--- src/rtl/alu_pkg.sv ---
// Shared definitions for the handshaked multi-cycle ALU: function codes,
// controller states and opcode classification.
package alu_pkg;

  localparam logic [5:0] ALU_ADD   = 6'b100000;
  localparam logic [5:0] ALU_ADDU  = 6'b100001;
  localparam logic [5:0] ALU_SUB   = 6'b100010;
  localparam logic [5:0] ALU_SUBU  = 6'b100011;
  localparam logic [5:0] ALU_AND   = 6'b100100;
  localparam logic [5:0] ALU_OR    = 6'b100101;
  localparam logic [5:0] ALU_XOR   = 6'b100110;
  localparam logic [5:0] ALU_NOR   = 6'b100111;
  localparam logic [5:0] ALU_SLT   = 6'b101010;
  localparam logic [5:0] ALU_SLTU  = 6'b101011;
  localparam logic [5:0] ALU_SLL   = 6'b000000;
  localparam logic [5:0] ALU_SRL   = 6'b000010;
  localparam logic [5:0] ALU_SRA   = 6'b000011;
  localparam logic [5:0] ALU_SLLV  = 6'b000100;
  localparam logic [5:0] ALU_SRLV  = 6'b000110;
  localparam logic [5:0] ALU_SRAV  = 6'b000111;
  localparam logic [5:0] ALU_LUI   = 6'b001111;
  localparam logic [5:0] ALU_MULT  = 6'b011000;
  localparam logic [5:0] ALU_MULTU = 6'b011001;
  localparam logic [5:0] ALU_DIV   = 6'b011010;
  localparam logic [5:0] ALU_DIVU  = 6'b011011;

  typedef enum logic [1:0] {IDLE, MUL, DIV, FIN} alu_state_e;

  // MULT/MULTU/DIV/DIVU share the 0110xx prefix; bit0 = unsigned, bit1 = divide.
  function automatic logic is_multicycle(input logic [5:0] op);
    return op[5:2] == 4'b0110;
  endfunction

endpackage

--- src/rtl/alu_muldiv_iter.sv ---
// Iterative shift-add multiplier / restoring divider on operand magnitudes,
// with sign fix-up applied combinationally to the finished result.
module alu_muldiv_iter #(
  parameter int unsigned W = 32
) (
  input  logic         clk,
  input  logic         rst_n,
  input  logic         start_i,
  input  logic         signed_i,
  input  logic         div_sel_i,
  input  logic [W-1:0] a_i,
  input  logic [W-1:0] b_i,
  output logic         done_o,
  output logic [W-1:0] hi_o,
  output logic [W-1:0] lo_o,
  output logic         ovf_o
);

  localparam int unsigned CW = $clog2(W);

  logic [W-1:0]   hi_q, lo_q, dvs_q;
  logic [CW-1:0]  cnt_q;
  logic           busy_q, div_q, neg_lo_q, neg_hi_q, div0_q, ovf_q;
  logic [W-1:0]   a_mag, b_mag;
  logic [2*W-1:0] init_nxt, run_nxt, prod_fx;
  logic [W-1:0]   quo_fx, rem_fx;

  // One iteration: mul adds the multiplicand when lo[0] is set and shifts the
  // {carry,hi,lo} pair right; div shifts one dividend bit into the remainder.
  function automatic logic [2*W-1:0] step(input logic dv, input logic [W-1:0] h,
                                          input logic [W-1:0] l, input logic [W-1:0] d);
    logic [W:0] s;
    logic [W:0] df;
    if (dv) begin
      s  = {h, l[W-1]};
      df = s - {1'b0, d};
      if (!df[W]) return {df[W-1:0], l[W-2:0], 1'b1};
      return {s[W-1:0], l[W-2:0], 1'b0};
    end
    s = {1'b0, h} + (l[0] ? {1'b0, d} : '0);
    return {s, l[W-1:1]};
  endfunction

  always_comb begin
    a_mag    = (signed_i && a_i[W-1]) ? -a_i : a_i;
    b_mag    = (signed_i && b_i[W-1]) ? -b_i : b_i;
    // The first iteration runs on the accept edge so W iterations end one cycle before FIN.
    init_nxt = step(div_sel_i, '0, div_sel_i ? a_mag : b_mag, div_sel_i ? b_mag : a_mag);
    run_nxt  = step(div_q, hi_q, lo_q, dvs_q);
  end

  always_ff @(posedge clk or negedge rst_n) begin
    if (!rst_n) begin
      hi_q     <= '0;
      lo_q     <= '0;
      dvs_q    <= '0;
      cnt_q    <= '0;
      busy_q   <= 1'b0;
      div_q    <= 1'b0;
      neg_lo_q <= 1'b0;
      neg_hi_q <= 1'b0;
      div0_q   <= 1'b0;
      ovf_q    <= 1'b0;
    end else if (start_i) begin
      {hi_q, lo_q} <= init_nxt;
      dvs_q    <= div_sel_i ? b_mag : a_mag;
      cnt_q    <= CW'(1);
      busy_q   <= 1'b1;
      div_q    <= div_sel_i;
      neg_lo_q <= signed_i && (a_i[W-1] ^ b_i[W-1]);
      neg_hi_q <= signed_i && a_i[W-1];
      div0_q   <= div_sel_i && (b_i == '0);
      ovf_q    <= div_sel_i && signed_i && (a_i == {1'b1, {(W-1){1'b0}}}) && (b_i == '1);
    end else if (busy_q) begin
      {hi_q, lo_q} <= run_nxt;
      cnt_q    <= cnt_q + CW'(1);
      if (cnt_q == CW'(W-1)) busy_q <= 1'b0;
    end
  end

  always_comb begin
    prod_fx = neg_lo_q ? -{hi_q, lo_q} : {hi_q, lo_q};
    quo_fx  = div0_q ? '1 : (neg_lo_q ? -lo_q : lo_q);
    rem_fx  = neg_hi_q ? -hi_q : hi_q;
    hi_o    = div_q ? rem_fx : prod_fx[2*W-1:W];
    lo_o    = div_q ? quo_fx : prod_fx[W-1:0];
    ovf_o   = ovf_q;
    done_o  = busy_q && (cnt_q == CW'(W-1));
  end

endmodule

--- src/rtl/alu_mc.sv ---
// Handshaked MIPS-style ALU: single-cycle datapath with registered results,
// plus an iterative engine for MULT/MULTU/DIV/DIVU producing a HI/LO pair.
module alu_mc
  import alu_pkg::*;
#(
  parameter int unsigned W   = 32,
  parameter int unsigned SHW = $clog2(W)
) (
  input  logic         clk,
  input  logic         rst_n,
  input  logic         in_valid,
  output logic         in_ready,
  input  logic [5:0]   aluc,
  input  logic [W-1:0] a,
  input  logic [W-1:0] b,
  output logic         out_valid,
  input  logic         out_ready,
  output logic [W-1:0] r,
  output logic [W-1:0] hi,
  output logic         zero,
  output logic         carry,
  output logic         negative,
  output logic         overflow,
  output logic         flag,
  output logic         illegal
);

  alu_state_e   state_q;
  logic         out_valid_q, zero_q, carry_q, neg_q, ovf_q, flag_q, illegal_q;
  logic [W-1:0] r_q, hi_q;

  logic         accept, md_start, md_done, md_ovf;
  logic [W-1:0] md_hi, md_lo;

  logic [W:0]     sum, dif;
  logic [SHW-1:0] shamt;
  logic [W-1:0]   sc_r;
  logic           sc_c, sc_o, sc_f, sc_il;

  assign in_ready = (state_q == IDLE) && (!out_valid_q || out_ready);
  assign accept   = in_valid && in_ready;
  assign md_start = accept && is_multicycle(aluc);

  alu_muldiv_iter #(.W(W)) u_iter (
    .clk       (clk),
    .rst_n     (rst_n),
    .start_i   (md_start),
    .signed_i  (!aluc[0]),
    .div_sel_i (aluc[1]),
    .a_i       (a),
    .b_i       (b),
    .done_o    (md_done),
    .hi_o      (md_hi),
    .lo_o      (md_lo),
    .ovf_o     (md_ovf)
  );

  always_comb begin
    sum   = {1'b0, a} + {1'b0, b};
    dif   = {1'b0, a} - {1'b0, b};
    shamt = a[SHW-1:0];
    sc_r  = '0;
    sc_c  = 1'b0;
    sc_o  = 1'b0;
    sc_f  = 1'b0;
    sc_il = 1'b0;
    case (aluc)
      ALU_ADD: begin
        sc_r = sum[W-1:0];
        sc_c = sum[W];
        sc_o = (a[W-1] == b[W-1]) && (sum[W-1] != a[W-1]);
      end
      ALU_ADDU: begin
        sc_r = sum[W-1:0];
        sc_c = sum[W];
      end
      ALU_SUB: begin
        sc_r = dif[W-1:0];
        sc_c = dif[W];
        sc_o = (a[W-1] != b[W-1]) && (dif[W-1] != a[W-1]);
      end
      ALU_SUBU: begin
        sc_r = dif[W-1:0];
        sc_c = dif[W];
      end
      ALU_AND: sc_r = a & b;
      ALU_OR:  sc_r = a | b;
      ALU_XOR: sc_r = a ^ b;
      ALU_NOR: sc_r = ~(a | b);
      ALU_SLT: begin
        sc_f = $signed(a) < $signed(b);
        sc_r = {{(W-1){1'b0}}, sc_f};
      end
      ALU_SLTU: begin
        sc_f = a < b;
        sc_r = {{(W-1){1'b0}}, sc_f};
      end
      ALU_SLL, ALU_SLLV: sc_r = b << shamt;
      ALU_SRL, ALU_SRLV: sc_r = b >> shamt;
      ALU_SRA, ALU_SRAV: sc_r = $signed(b) >>> shamt;
      ALU_LUI:           sc_r = b << (W/2);
      default:           sc_il = 1'b1;
    endcase
  end

  always_ff @(posedge clk or negedge rst_n) begin
    if (!rst_n) begin
      state_q     <= IDLE;
      out_valid_q <= 1'b0;
      r_q         <= '0;
      hi_q        <= '0;
      zero_q      <= 1'b0;
      carry_q     <= 1'b0;
      neg_q       <= 1'b0;
      ovf_q       <= 1'b0;
      flag_q      <= 1'b0;
      illegal_q   <= 1'b0;
    end else begin
      if (out_valid_q && out_ready) out_valid_q <= 1'b0;
      case (state_q)
        IDLE: begin
          if (accept) begin
            if (is_multicycle(aluc)) begin
              state_q <= aluc[1] ? DIV : MUL;
            end else begin
              r_q         <= sc_r;
              hi_q        <= '0;
              zero_q      <= !sc_il && (sc_r == '0);
              carry_q     <= sc_c;
              neg_q       <= sc_r[W-1];
              ovf_q       <= sc_o;
              flag_q      <= sc_f;
              illegal_q   <= sc_il;
              out_valid_q <= 1'b1;
            end
          end
        end
        MUL, DIV: begin
          if (md_done) state_q <= FIN;
        end
        FIN: begin
          r_q         <= md_lo;
          hi_q        <= md_hi;
          zero_q      <= (md_lo == '0);
          carry_q     <= 1'b0;
          neg_q       <= md_lo[W-1];
          ovf_q       <= md_ovf;
          flag_q      <= 1'b0;
          illegal_q   <= 1'b0;
          out_valid_q <= 1'b1;
          state_q     <= IDLE;
        end
        default: state_q <= IDLE;
      endcase
    end
  end

  assign out_valid = out_valid_q;
  assign r         = r_q;
  assign hi        = hi_q;
  assign zero      = zero_q;
  assign carry     = carry_q;
  assign negative  = neg_q;
  assign overflow  = ovf_q;
  assign flag      = flag_q;
  assign illegal   = illegal_q;

endmodule
--- config.mk ---
export PLATFORM = sky130hd
export DESIGN_NAME = alu_mc
export DESIGN_NICKNAME = d
export VERILOG_FILES = /design/src/rtl/alu_pkg.sv /design/src/rtl/alu_muldiv_iter.sv /design/src/rtl/alu_mc.sv
export SDC_FILE = /design/constraint.sdc
export NUM_CORES = 1
export LEC_CHECK = 0
export BUFFER_PORTS_ARGS = -buffer_cell sky130_fd_sc_hd__buf_4
export CAP_MARGIN = 20
export CORE_MARGIN = 5
export CORE_UTILIZATION = 26
export DETAILED_ROUTE_END_ITERATION = 7
export SLEW_MARGIN = 30
export SYNTH_ARGS = -nofsm -noshare
export SYNTH_HDL_FRONTEND = slang
export SYNTH_HIERARCHICAL = 1
export SYNTH_SLANG_ARGS = --single-unit
--- constraint.sdc ---
create_clock -name clk -period 5.3 [get_ports clk]
set_input_delay 0.265 -clock clk [delete_from_list [all_inputs] [get_ports clk]]
set_output_delay 0.265 -clock clk [all_outputs]
set_load 0.03 [all_outputs]
# Word-level counts from Yosys, hierarchy flattened
# Index checks and enable logic that the tools add are counted.
# W data, S select, Z words.
[totals]
regBits = 180
input_bits = 74
out_inout_bits = 72
elab_cells = 179
[op_classes]
addsub = 11
n_lt_le_gt_ge = 2
n_eq_ne = 31
shifts = 3
n_mux = 73
bitwise_logic = 5
reduce_logical = 34
[ops]
columns = ["operator", "n"]
rows = [
  ["$mux W32", 19],
  ["$mux W64", 9],
  ["$pmux W32 S12", 1],
  ["$neg A32 Y32", 4],
  ["$pmux W32 S2", 2],
  ["$logic_not A32 Y1", 3],
  ["$eq A32 B32 Y1 const B", 2],
  ["$lt A32 B32 Y1", 2],
  ["$neg A64 Y64", 1],
  ["$eq A6 B6 Y1 const B", 10],
  ["$add A32 B32 Y33", 1],
  ["$add A32 B33 Y33", 1],
  ["$sub A1 B32 Y33", 1],
  ["$sub A32 B32 Y33", 1],
  ["$sub A33 B32 Y33", 1],
  ["$and A32 B32 Y32", 1],
  ["$not A32 Y32", 1],
  ["$or A32 B32 Y32", 1],
  ["$shl A32 B5 Y32", 1],
  ["$shr A32 B5 Y32", 1],
  ["$sshr A32 B5 Y32", 1],
  ["$xor A32 B32 Y32", 1],
  ["$mux W1", 25],
  ["$pmux W1 S2", 10],
  ["25 further kinds", 59],
]

# Longest topological paths before layout
[logic_depth]
word_depth = 11
depth_mapped = 18
ltp_nobuf = 14

# By module
# The synthesis kept the hierarchy.
[modules_own_cells]
columns = ["mod", "n_inst", "cells_per_inst", "area_per_inst_um2", "seq_area_each_um2"]
rows = [
  ["alu_muldiv_iter", 1, 1911, 13696.9, 2677.6],
  ["alu_mc", 1, 1788, 13450.4, 1801.7],
]

# Worst setup path before layout
# OpenSTA, ideal clock, no wires.
[synth_timing]
kind = "input to register"
startpoint = "input port a[2]"
endpoint = "register zero_q (netlist: zero)"
setup_time_ns = 0.064
arrival_ns = 3.937
required_time_ns = 5.236
slack_ns = 1.299
path_stages = 16
path_buffers = 3
path_cell_list = "inv_2 buf_2 buf_1 clkbuf_1 ha_1 o21ba_2 o21ai_1 a311oi_1 o21ba_2 nand2_1 a211o_1 a2111o_1 nor4_2 nand4_1 nor4_1 a21bo_1"
[synth_between]
elab_chain_cells = 8
word_cells_on_any_way = 17
cone_classes = "add/sub: 2; order compare: 2; shift: 3; mux: 4; bitwise: 4; reduce/logical: 2"
[synth_lines]
columns = ["item", "line", "source"]
rows = [
  ["start: declaration", "alu_mc.sv:14", "input logic [W-1:0] a,"],
  ["parallel branches: the longest is 2 deep, another holds $sub A32 B32 Y33", "n/a", ""],
  ["$pmux W32 S12 *", "alu_mc.sv:67", "case (aluc)"],
  ["$logic_not A32 Y1 *", "alu_mc.sv:128", "zero_q <= !sc_il && (sc_r == '0);"],
  ["$logic_and A1 B1 Y1 *", "alu_mc.sv:128", ""],
  ["$mux W1 *", "alu_mc.sv:123", "if (is_multicycle(aluc)) begin"],
  ["$mux W1 *", "alu_mc.sv:122", "if (accept) begin"],
  ["$pmux W1 S2 *", "alu_mc.sv:120", "case (state_q)"],
  ["end signal: assignment", "alu_mc.sv:128", ""],
  ["end signal: assignment", "alu_mc.sv:144", "zero_q <= (md_lo == '0);"],
  ["end: declaration", "alu_mc.sv:29", "logic out_valid_q, zero_q, carry_q, neg_q, ovf_q, flag_q, illegal_q;"],
]
# Every way passes the cells marked *. The select of a mux whose other input is x is not followed.
# A chain may end at the register's enable or synchronous reset.

# Worst setup path after layout
[layout_timing]
startpoint = "input port a[0]"
endpoint = "register zero_q (netlist: zero)"
# The elaborated chain is that of the path after synthesis.

==> qor.yml <==
track_usage_pct: 23.2
path_clk_slew_ns: 0.10
postLayoutCoreUtil_pct: 29.3
grt_pass1_vias: 28500
min_period_ns: 4.49
post_drt_wl_per_cell_um: 26.9
start_util_pct: 26.2
die_w_um: 333
viasPerCell: 6.04
multi_input_area_um2: 20900
port_buffers: 145
startpoint_type: "primary input"
drive_gt1_share_pct: 11.8
p_per_area_nw_per_um2: 488
ir_drop_v: 0.000272
fin_crit_sh_pct: 84.8
critPathRequiredTime_ns: 5.73
p_leak_nw: 12.5
drtIter0Drc: 4500
design.die.area_um2: 111000
first_pass_iters: 7
cap_violations: 0
whs_ns: 0.150
netlist_area_um2: 27100
synth-edff-count: 0
layout_commonest_cell: "nand2_1"
hold_path.class: "in2reg"
n_fill_cell: 11400
wl_met3_mm: 14.6
highest_layer: "met5"
synthFlopType: "dfrtp_1"
regArea_um2: 4480
layout_common_cells: "nand2_1, nor2_1, o21ai_0"
post-dp-hpwl_mm: 105
wl_met1_mm: 54.9
arrival_ns: 4.92
wl_mm: 137
synth_fp_nets: 3959
setup_viol: 0
grt_max_degree: 95
nets: 3949
grt.overflow.total: 0
grt_antenna_before_repair: 7
clock-sinks: 179
grt_pass1_wl_mm: 198
postCtsSetupBuffers: 0
area_growth_pct: 11.7
synth_cell_types: 105
max_freq_mhz: 223
dieHeight_um: 333
crit_type: "in2reg"
cts.path.max_buffers: 2
slew_viol_final: 0
cts-root-buf: "clkbuf_16"
postSynthCellCount: 3699
status: "finished clean"
wl_met2_mm: 59.5
rsz0062_at_grt: "no"
worst_slew_pin_slew_ns: 1.17
num_vias: 30700
core_um2: 104000
crit_fanout: 6
yosysSeqAreaShare_pct: 16.5
globalplace.congestion: 1.05
ys_ff_latch: 179
cp-end-kind: "flop"
synthArstFlopShare_pct: 100
drtAntennaViolNets: 0
drc_errors: 0
slew_headroom_pct: 21.7
h-tree-depth: 4
avgSynthCellArea_um2: 7.34
synth.yosys.warnings: 6
skew_ns: 0.0258
clk_latency_ns: 0.48
io_pins: 146
cts_buffers: 17
cts_tree: "built"
fin_tns_setup_ns: 0
row_count: 118
hold_viol: 0
[cell families after synthesis]
| group | Yosys count | synth area share [%] |
|---|---|---|
| AOI/OAI and AO/OA | 1180 | 28.3 |
| and+or+nand+nor | 1280 | 22.4 |
| buffers and inverters | 452 | 6.71 |
| adders and majority gates | 186 | 8.68 |
| muxes | 208 | 10.5 |
| xor gates and xnor gates | 214 | 6.90 |
| DFF | 179 | 16.5 |
[final timing paths]
path | slack [ns] | cells past startpoint | from | to
min in group asynchronous | 0.47 | 2 | rst_n | hi[7]
max in group asynchronous | 3.80 | 3 | rst_n | u_iter/div_q
min reg2reg | 0.48 | 2 | hi[1] | hi[1]
max reg2reg | 0.97 | 11 | u_iter/hi_q[3] | u_iter/hi_q[4]
min | 0.15 | 3 | out_ready | out_valid
max | 0.81 | 15 | a[0] | zero
[sequential cells by signal, summed over array words and instances (netlist names)]
name and flops:
u_iter/neg_lo_q 1, out_valid 1, u_iter/cnt_q 5, overflow 1
u_iter/hi_q 32, u_iter/dvs_q 32, hi 32, zero 1
illegal 1, u_iter/lo_q 32, r 31, u_iter/div0_q 1
state_q 2, u_iter/ovf_o 1, flag 1, u_iter/neg_hi_q 1
negative 1, carry 1, u_iter/div_q 1, u_iter/busy_q 1
[cell usage after synthesis, types with 38 or more instances]
cell	n	share of area [%]
clkbuf_1	204	2.8
xor2_1	84	2.7
mux4_2	55	4.6
a211oi_1	59	1.6
a21o_1	49	1.4
nor4_1	49	1.1
nand3_1	91	1.7
or3_1	39	0.90
nor3_1	91	1.7
nor2_1	320	4.4
nand2_1	436	6.0
inv_1	160	2.2
o211ai_1	67	1.9
nand4_1	45	1.0
o31ai_1	38	1.1
mux2i_1	121	4.5
dfrtp_1	179	16
xnor2_1	130	4.2
a31oi_1	53	1.2
ha_1	182	8.4
a21oi_1	248	4.6
o21ai_0	319	5.9
[cell type report]
cell class	count	share of cell area [%]
antenna	5	0.0413
sequential	179	14.8
timing repair buffer	247	6.28
clock buffer	17	1.40
multi-input combinational	3068	69.0
tap	1380	5.69
clock inverter	15	0.652
inverter	176	2.19
[what timing repair did]
action / 4_1_cts / 5_1_grt
endpoints found under the setup margin: 0 / 0
resized for setup: 0 / 0
hold buffers: 1 / 0
endpoints found under the hold margin: 93 / 0
[routing by layer]
layer / up-vias / track usage, %
li1: 13600 / -
met1: 14800 / 30.6
met2: 1883 / 36.1
met3: 369 / 5.18
met4: 6 / 11.2
met5: - / 0
[per-stage QoR]
step	worst slack [ns]	total power, W	instances	area [µm²]
final	0.807	0.0148	5087	30300
after global routing	0.638	0.0158	5082	30300
after CTS	1.04	0.0146	5082	30300
after detailed placement	0.651	0.0131	5049	29700
after global placement	0.568	0.0131	5049	29700
after floorplan	1.30	0.00994	3699	27100
[report_power, final]
part | switching (W) | internal [W]
registers | 0.000850 | 0.00196
clock network | 0.000714 | 0.000651
logic | 0.00662 | 0.00401
total | 0.00818 | 0.00663
[critical path, cell delays in order]
cell	delay [ns]
buf_4	0.17
inv_2	0.07
ha_1	0.27
fa_1	0.43
o21ba_2	0.22
nor4_1	0.38
o311ai_1	0.27
nor3b_1	0.21
a21oi_1	0.49
a311o_1	0.48
a2111oi_0	0.17
nor3b_1	0.74
o2111ai_1	0.25
nor4_1	0.31
a21bo_1	0.15
Note: power is estimated with default switching activity, not from simulation.
